--- config.mk ---
export PLATFORM = sky130hd
export DESIGN_NAME = cq_slot_dispatcher
export DESIGN_NICKNAME = d
export VERILOG_FILES = /design/src/rtl/cq_slot_dispatcher_pkg.sv /design/src/rtl/cq_slot_dispatcher_lowbit.sv /design/src/rtl/cq_slot_dispatcher.sv
export SDC_FILE = /design/constraint.sdc
export NUM_CORES = 1
export LEC_CHECK = 0
export BUFFER_PORTS_ARGS = -buffer_cell sky130_fd_sc_hd__buf_2
export CORE_UTILIZATION = 35
export CTS_CLUSTER_SIZE = 8
export DETAILED_ROUTE_END_ITERATION = 8
export PLACE_DENSITY = 0.66
export SLEW_MARGIN = 20
export SYNTH_ARGS = -nofsm -noshare
export SYNTH_HDL_FRONTEND = slang
export SYNTH_SLANG_ARGS = --single-unit
export TNS_END_PERCENT = 5
--- constraint.sdc ---
create_clock -name clk -period 6.16 [get_ports clk]
set_clock_uncertainty 0.2 [all_clocks]
set_input_delay 1.232 -clock clk [delete_from_list [all_inputs] [get_ports clk]]
set_output_delay 1.232 -clock clk [all_outputs]
set_load 0.05 [all_outputs]
--- src/rtl/cq_slot_dispatcher_pkg.sv ---
// Shared types for the CQ slot dispatcher: the task payload and the commit-queue slice slot index.
package cq_slot_dispatcher_pkg;

  localparam int CQ_SLICE_SIZE = 64;

  typedef logic [$clog2(CQ_SLICE_SIZE)-1:0] cq_slice_slot_t;

  typedef struct packed {
    logic [31:0] ts;
    logic [15:0] fn;
    logic [15:0] arg;
  } task_t;

endpackage

--- src/rtl/cq_slot_dispatcher_lowbit.sv ---
// Lowest-set-bit index finder; out is 0 when no bit is set (callers qualify with |in).
module cq_slot_dispatcher_lowbit #(
  parameter int IN_WIDTH  = 64,
  parameter int OUT_WIDTH = 6
) (
  input  logic [IN_WIDTH-1:0]  in,
  output logic [OUT_WIDTH-1:0] out
);

  // Scan from the top down so the last hit written is the lowest index.
  always_comb begin
    out = '0;
    for (int i = IN_WIDTH - 1; i >= 0; i--) begin
      out = in[i] ? OUT_WIDTH'(i) : out;
    end
  end

endmodule

--- src/rtl/cq_slot_dispatcher.sv ---
// Allocates the lowest free commit-queue slice slot to each accepted task and holds
// {task, slot} in a one-entry output stage for the conflict serializer.
module cq_slot_dispatcher
  import cq_slot_dispatcher_pkg::*;
#(
  parameter int CQ_SIZE = CQ_SLICE_SIZE,
  parameter int TILE_ID = 0
) (
  input  logic                       clk,
  input  logic                       rstn,
  input  logic                       s_valid,
  output logic                       s_ready,
  input  task_t                      s_task,
  output logic                       m_valid,
  input  logic                       m_ready,
  output task_t                      m_task,
  output cq_slice_slot_t             m_cq_slot,
  input  logic                       ser_almost_full,
  input  logic                       free_valid,
  input  cq_slice_slot_t             free_slot,
  input  logic [$clog2(CQ_SIZE):0]   slot_limit,
  output logic [$clog2(CQ_SIZE):0]   slots_in_use,
  output logic                       free_error
);

  localparam int IW = $clog2(CQ_SIZE);
  localparam int CW = $clog2(CQ_SIZE) + 1;

  if (CQ_SIZE < 2 || CQ_SIZE > 2 ** $bits(cq_slice_slot_t) || TILE_ID < 0) begin : g_param_check
    $error("cq_slot_dispatcher: unsupported CQ_SIZE/TILE_ID");
  end

  logic [CQ_SIZE-1:0] slot_free_r;
  logic [CQ_SIZE-1:0] slot_free_next_s;
  logic [IW-1:0]      alloc_idx_s;
  logic               any_free_s;
  logic               under_limit_s;
  logic               ready_s;
  logic               accept_s;
  logic               free_in_range_s;
  logic               was_free_s;
  logic               free_ok_s;
  logic               free_bad_s;
  logic [CW-1:0]      in_use_r;
  logic [CW-1:0]      in_use_next_s;
  logic               m_valid_r;
  task_t              m_task_r;
  cq_slice_slot_t     m_slot_r;
  logic               free_error_r;

  cq_slot_dispatcher_lowbit #(
    .IN_WIDTH  (CQ_SIZE),
    .OUT_WIDTH (IW)
  ) u_lowbit (
    .in  (slot_free_r),
    .out (alloc_idx_s)
  );

  assign any_free_s    = |slot_free_r;
  assign under_limit_s = in_use_r < slot_limit;
  assign ready_s       = (!m_valid_r || m_ready) && any_free_s && !ser_almost_full && under_limit_s;
  assign accept_s      = s_valid && ready_s;

  // A release only counts if it names an in-range slot that is currently busy.
  assign free_in_range_s = CW'(free_slot) < CW'(CQ_SIZE);
  assign was_free_s      = free_in_range_s ? slot_free_r[free_slot] : 1'b1;
  assign free_ok_s       = free_valid && !was_free_s;
  assign free_bad_s      = free_valid && was_free_s;

  // Allocated and released slots never coincide, so each bit sees at most one event.
  always_comb begin
    slot_free_next_s = slot_free_r;
    for (int i = 0; i < CQ_SIZE; i++) begin
      slot_free_next_s[i] = (slot_free_r[i] && !(accept_s && alloc_idx_s == IW'(i)))
                          || (free_ok_s && CW'(free_slot) == CW'(i));
    end
  end

  // Net change of the in-use count from this cycle's allocate/release pair.
  always_comb begin
    in_use_next_s = in_use_r;
    case ({accept_s, free_ok_s})
      2'b10:   in_use_next_s = in_use_r + CW'(1);
      2'b01:   in_use_next_s = in_use_r - CW'(1);
      default: in_use_next_s = in_use_r;
    endcase
  end

  // Bitmap, counter, output holding register and sticky error flag.
  always_ff @(posedge clk) begin
    if (!rstn) begin
      slot_free_r  <= '1;
      in_use_r     <= '0;
      m_valid_r    <= 1'b0;
      m_task_r     <= '0;
      m_slot_r     <= '0;
      free_error_r <= 1'b0;
    end else begin
      slot_free_r  <= slot_free_next_s;
      in_use_r     <= in_use_next_s;
      free_error_r <= free_error_r || free_bad_s;
      if (accept_s) begin
        m_valid_r <= 1'b1;
        m_task_r  <= s_task;
        m_slot_r  <= cq_slice_slot_t'(alloc_idx_s);
      end else if (m_ready) begin
        m_valid_r <= 1'b0;
      end else begin
        m_valid_r <= m_valid_r;
      end
    end
  end

  assign s_ready      = ready_s;
  assign m_valid      = m_valid_r;
  assign m_task       = m_task_r;
  assign m_cq_slot    = m_slot_r;
  assign slots_in_use = in_use_r;
  assign free_error   = free_error_r;

endmodule

==> impl_metrics.csv <==
group,metric,value,unit
yosys,synth_compound_area_share,27.6,%
sta,drv_slew,0,
final_layout,drive_gt1_share,22.2,%
yosys,synth_warnings,0,
hold_path,hold_class,"reg2reg",
yosys,synth_edf_count,0,
setup_path,worstPathMaxFanout,24,
sta,fin_setup_tns,0,ns
yosys,synth_top_cell_by_area,"dfxtp_1",
yosys,synthCells,985,
global_routing,grt-ovfl-total,0,
cts,numCtsBuffers,17,
drt,drt_pass1_iterations,6,
cts,cts_root_buffer,"clkbuf_16",
sta,finalHoldViolations,0,
die,core,22100,µm²
yosys,synth-xor-area-share,0.549,%
placement,detailed_place_hpwl,19.5,mm
run_status,status,"finished, final reports clean",
global_routing,antenna_found_initial,0,
yosys,yosysSeqAreaShare,35.9,%
cts,htreeDepth,4,
die,start_util,36.1,%
cts,ctsHoldBuffers,0,
sta,clock.fmax,199,MHz
sta,slew-limit-headroom,21.9,%
final_layout,n_antenna_cell,0,
cts,clkSlewWorstSetupHoldPaths,0.07,ns
drt,finalWirelength,27.6,mm
drt,final_antenna_net_count,0,
setup_path,cp.required,6.32,ns
placement,port_buffers,162,
placement,gp_congestion,1.02,
drt,route.vias.total,8186,
yosys,synthMuxAreaShare,5.66,%
sta,worst_pin_slew,1.16,ns
yosys,ys_seq_elements,143,
yosys,synthFlopType,"dfxtp_1",
drt,avgViaCountPerCell,5.83,
global_routing,grt_start_max_net_pins,100,
setup_path,end_kind,"flop",
yosys,syn-mean-instance-area,8.10,µm²
drt,drc,0,
die,dieArea,23400,µm²
setup_path,path_cells,"buf_2 > mux2_2 > mux4_2 > nor2_1 > nor2_1 > mux4_2 > nor2b_1 > ha_1 > inv_1 > fa_1 > inv_1 > a21oi_1 > o21bai_1 > a21o_1 > a21oi_1 > mux2i_1 > mux2i_1",
die,dieWidth,153,µm
yosys,yosysUniqueCellTypes,80,
yosys,synth_area_leaders,"dfxtp_1 (36%), nand2_1 (7.5%), a21boi_1 (6.2%), o21ai_0 (4.3%), mux4_2 (3.4%)",
sta,setup_ws,1.13,ns
die,dieHeight,153,µm
global_routing,grt_use_total,23.3,%
setup_path,worstPathArrival,5.19,ns
setup_path,critPathSlowestCell,"mux4_2",
yosys,synth_simple_gate_area_share,22.8,%
global_routing,grt_pass1_wl,42.4,mm
pwr,p_leak,3.82,nW
final_layout,num-nets-final,1208,
cts,clkSinkCount,143,
run,maxCapViolations,0,
yosys,syn_nets,1081,
cts,post-cts-setup-buffer-count,0,
sta,finalSetupViolCount,0,
yosys,synth_top_family_by_area,"compound AO/OA/AOI/OAI gates",
cts,cts_tree,"done",
drt,avgRoutedWirePerCell,19.6,µm
cts,clock_tree.buffer_depth,2,
yosys,synth_area,7980,µm²
pwr,peakVddDrop,0.149,mV
final_layout,syn_to_final_growth,19.1,%
cts,clk_latency,0.42,ns
setup_path,cp_slowest_stage_delay,0.53,ns
setup_path,start_kind,"input pin",
sta,fin_crit_sh,81.7,%
yosys,yosys.area_share.adder,2.13,%
yosys,synth_top_area_share,35.9,%
die,placementRows,54,
setup_path,path_class,"in2reg",
drt,drt_iter0_markers,855,
sta,rsz0062_at_grt,"false",
placement,dp_slack,0.725,ns
global_routing,grt_pass1_vias,7407,
sta,post-route-min-period,5.03,ns
cts,cts_resized,0,
pwr,p_per_area,241,nW/µm²
die,io_pins,163,
yosys,ys_async_sr_fraction,0,%
routing by layer:
metal / share of wire [%] / track usage (%) / vias up / routed length, µm
met5: 0 / 0 / - / 0
met4: 3.7 / 10.2 / 0 / 1020
met3: 12 / 7.03 / 82 / 3220
met2: 43 / 34.5 / 496 / 11700
met1: 42 / 31.1 / 3769 / 11600
li1: - / - / 3839 / -
kinds of logic (layout without fill, tap and decap cells):
logic type | count (synthesis) | in the layout
fa+ha+maj | 13 | 13
mux | 29 | 29
flops | 143 | 143
buf+inv | 103 | 242
compound gates | 319 | 319
simple gates | 373 | 373
xor+xnor | 5 | 5
synthesized netlist by cell type, types with 13 or more instances:
cell	count
nand2_1	160
dfxtp_1	143
o21ai_0	68
a21boi_1	66
nor2_1	66
a21oi_1	47
clkbuf_1	42
inv_1	42
nor3_1	34
o211ai_1	30
nor4_1	15
and2_1	13
nand3_1	13
report_power, final:
group | switching, W | internal (W) | total, W | leakage [nW]
combinational | 0.000210 | 0.0000856 | 0.000295 | 2.37
sequential | 0.0000155 | 0.000951 | 0.000967 | 1.16
clock | 0.000420 | 0.000608 | 0.00103 | 0.284
layout by cell type (no fill, tap or decap), types with 4 or more instances in the layout:
cell type / instances
nor2b_1: 10
nor4_1: 15
clkinv_4: 4
o31ai_1: 12
nand2_1: 160
a21oi_1: 47
a31oi_1: 10
mux2i_1: 8
o221ai_1: 7
nand4_1: 8
o41ai_1: 10
dfxtp_1: 143
o21ai_1: 7
nand2b_1: 8
buf_4: 7
mux2_2: 9
ha_1: 12
o311a_1: 4
a211oi_1: 6
nor3_1: 34
buf_2: 161
a21boi_1: 66
inv_1: 42
clkinv_2: 4
o2111ai_1: 5
o21ai_0: 68
nor2_1: 66
nand3_1: 13
mux4_2: 12
o21bai_1: 7
o211ai_1: 30
or2_2: 10
clkbuf_16: 17
and2_1: 13
or4_1: 12
a21o_1: 6
sequential cells by signal (all words and copies together), names as in the netlist:
signal	count
slots_in_use	7
free_error	1
m_cq_slot	6
m_valid	1
m_task	64
slot_free_r	64
critical path: cells and delay by family:
family	cells	cell delay, ns
muxes	5	1.78
AOI/OAI and AO/OA	4	0.48
and+or+nand+nor	3	0.35
buffers and inverters	3	0.63
adders and majority gates	2	0.73
layout make-up:
type	count	area, µm²
Fill cell	2218	12600
Multi-Input combinational cell	739	4690
Sequential cell	143	2860
Timing Repair Buffer	168	858
Clock buffer	19	443
Tap cell	280	350
Inverter	43	163
Clock inverter	12	135
final timing paths:
| path | start | end | slack, ns | cells after the start |
|---|---|---|---|---|
| worst max-delay path | free_slot[1] | slots_in_use[6]$_SDFFE_PN0P_ | 1.13 | 17 |
| worst min-delay path | m_task[58]$_SDFFE_PN0P_ | m_task[58]$_SDFFE_PN0P_ | 0.25 | 2 |
| worst max register to register | slot_free_r[15]$_SDFF_PN1_ | slots_in_use[6]$_SDFFE_PN0P_ | 2.01 | 15 |
| worst min register to register | m_task[58]$_SDFFE_PN0P_ | m_task[58]$_SDFFE_PN0P_ | 0.25 | 2 |
through the flow:
stage          utilization, %  instances  area, µm²  hold WS, ns  power, W
2_1_floorplan               -        985       7980        0.292   0.00119
3_3_place_gp             40.4       1373       8930        0.236   0.00128
3_5_place_dp             40.4       1373       8930        0.241   0.00128
4_1_cts                  43.0       1404       9500        0.251   0.00232
5_1_grt                  43.0       1404       9500        0.263   0.00238
6_report                 43.0       1404       9500        0.247   0.00229
No activity file was read; power rests on OpenSTA's default activity.
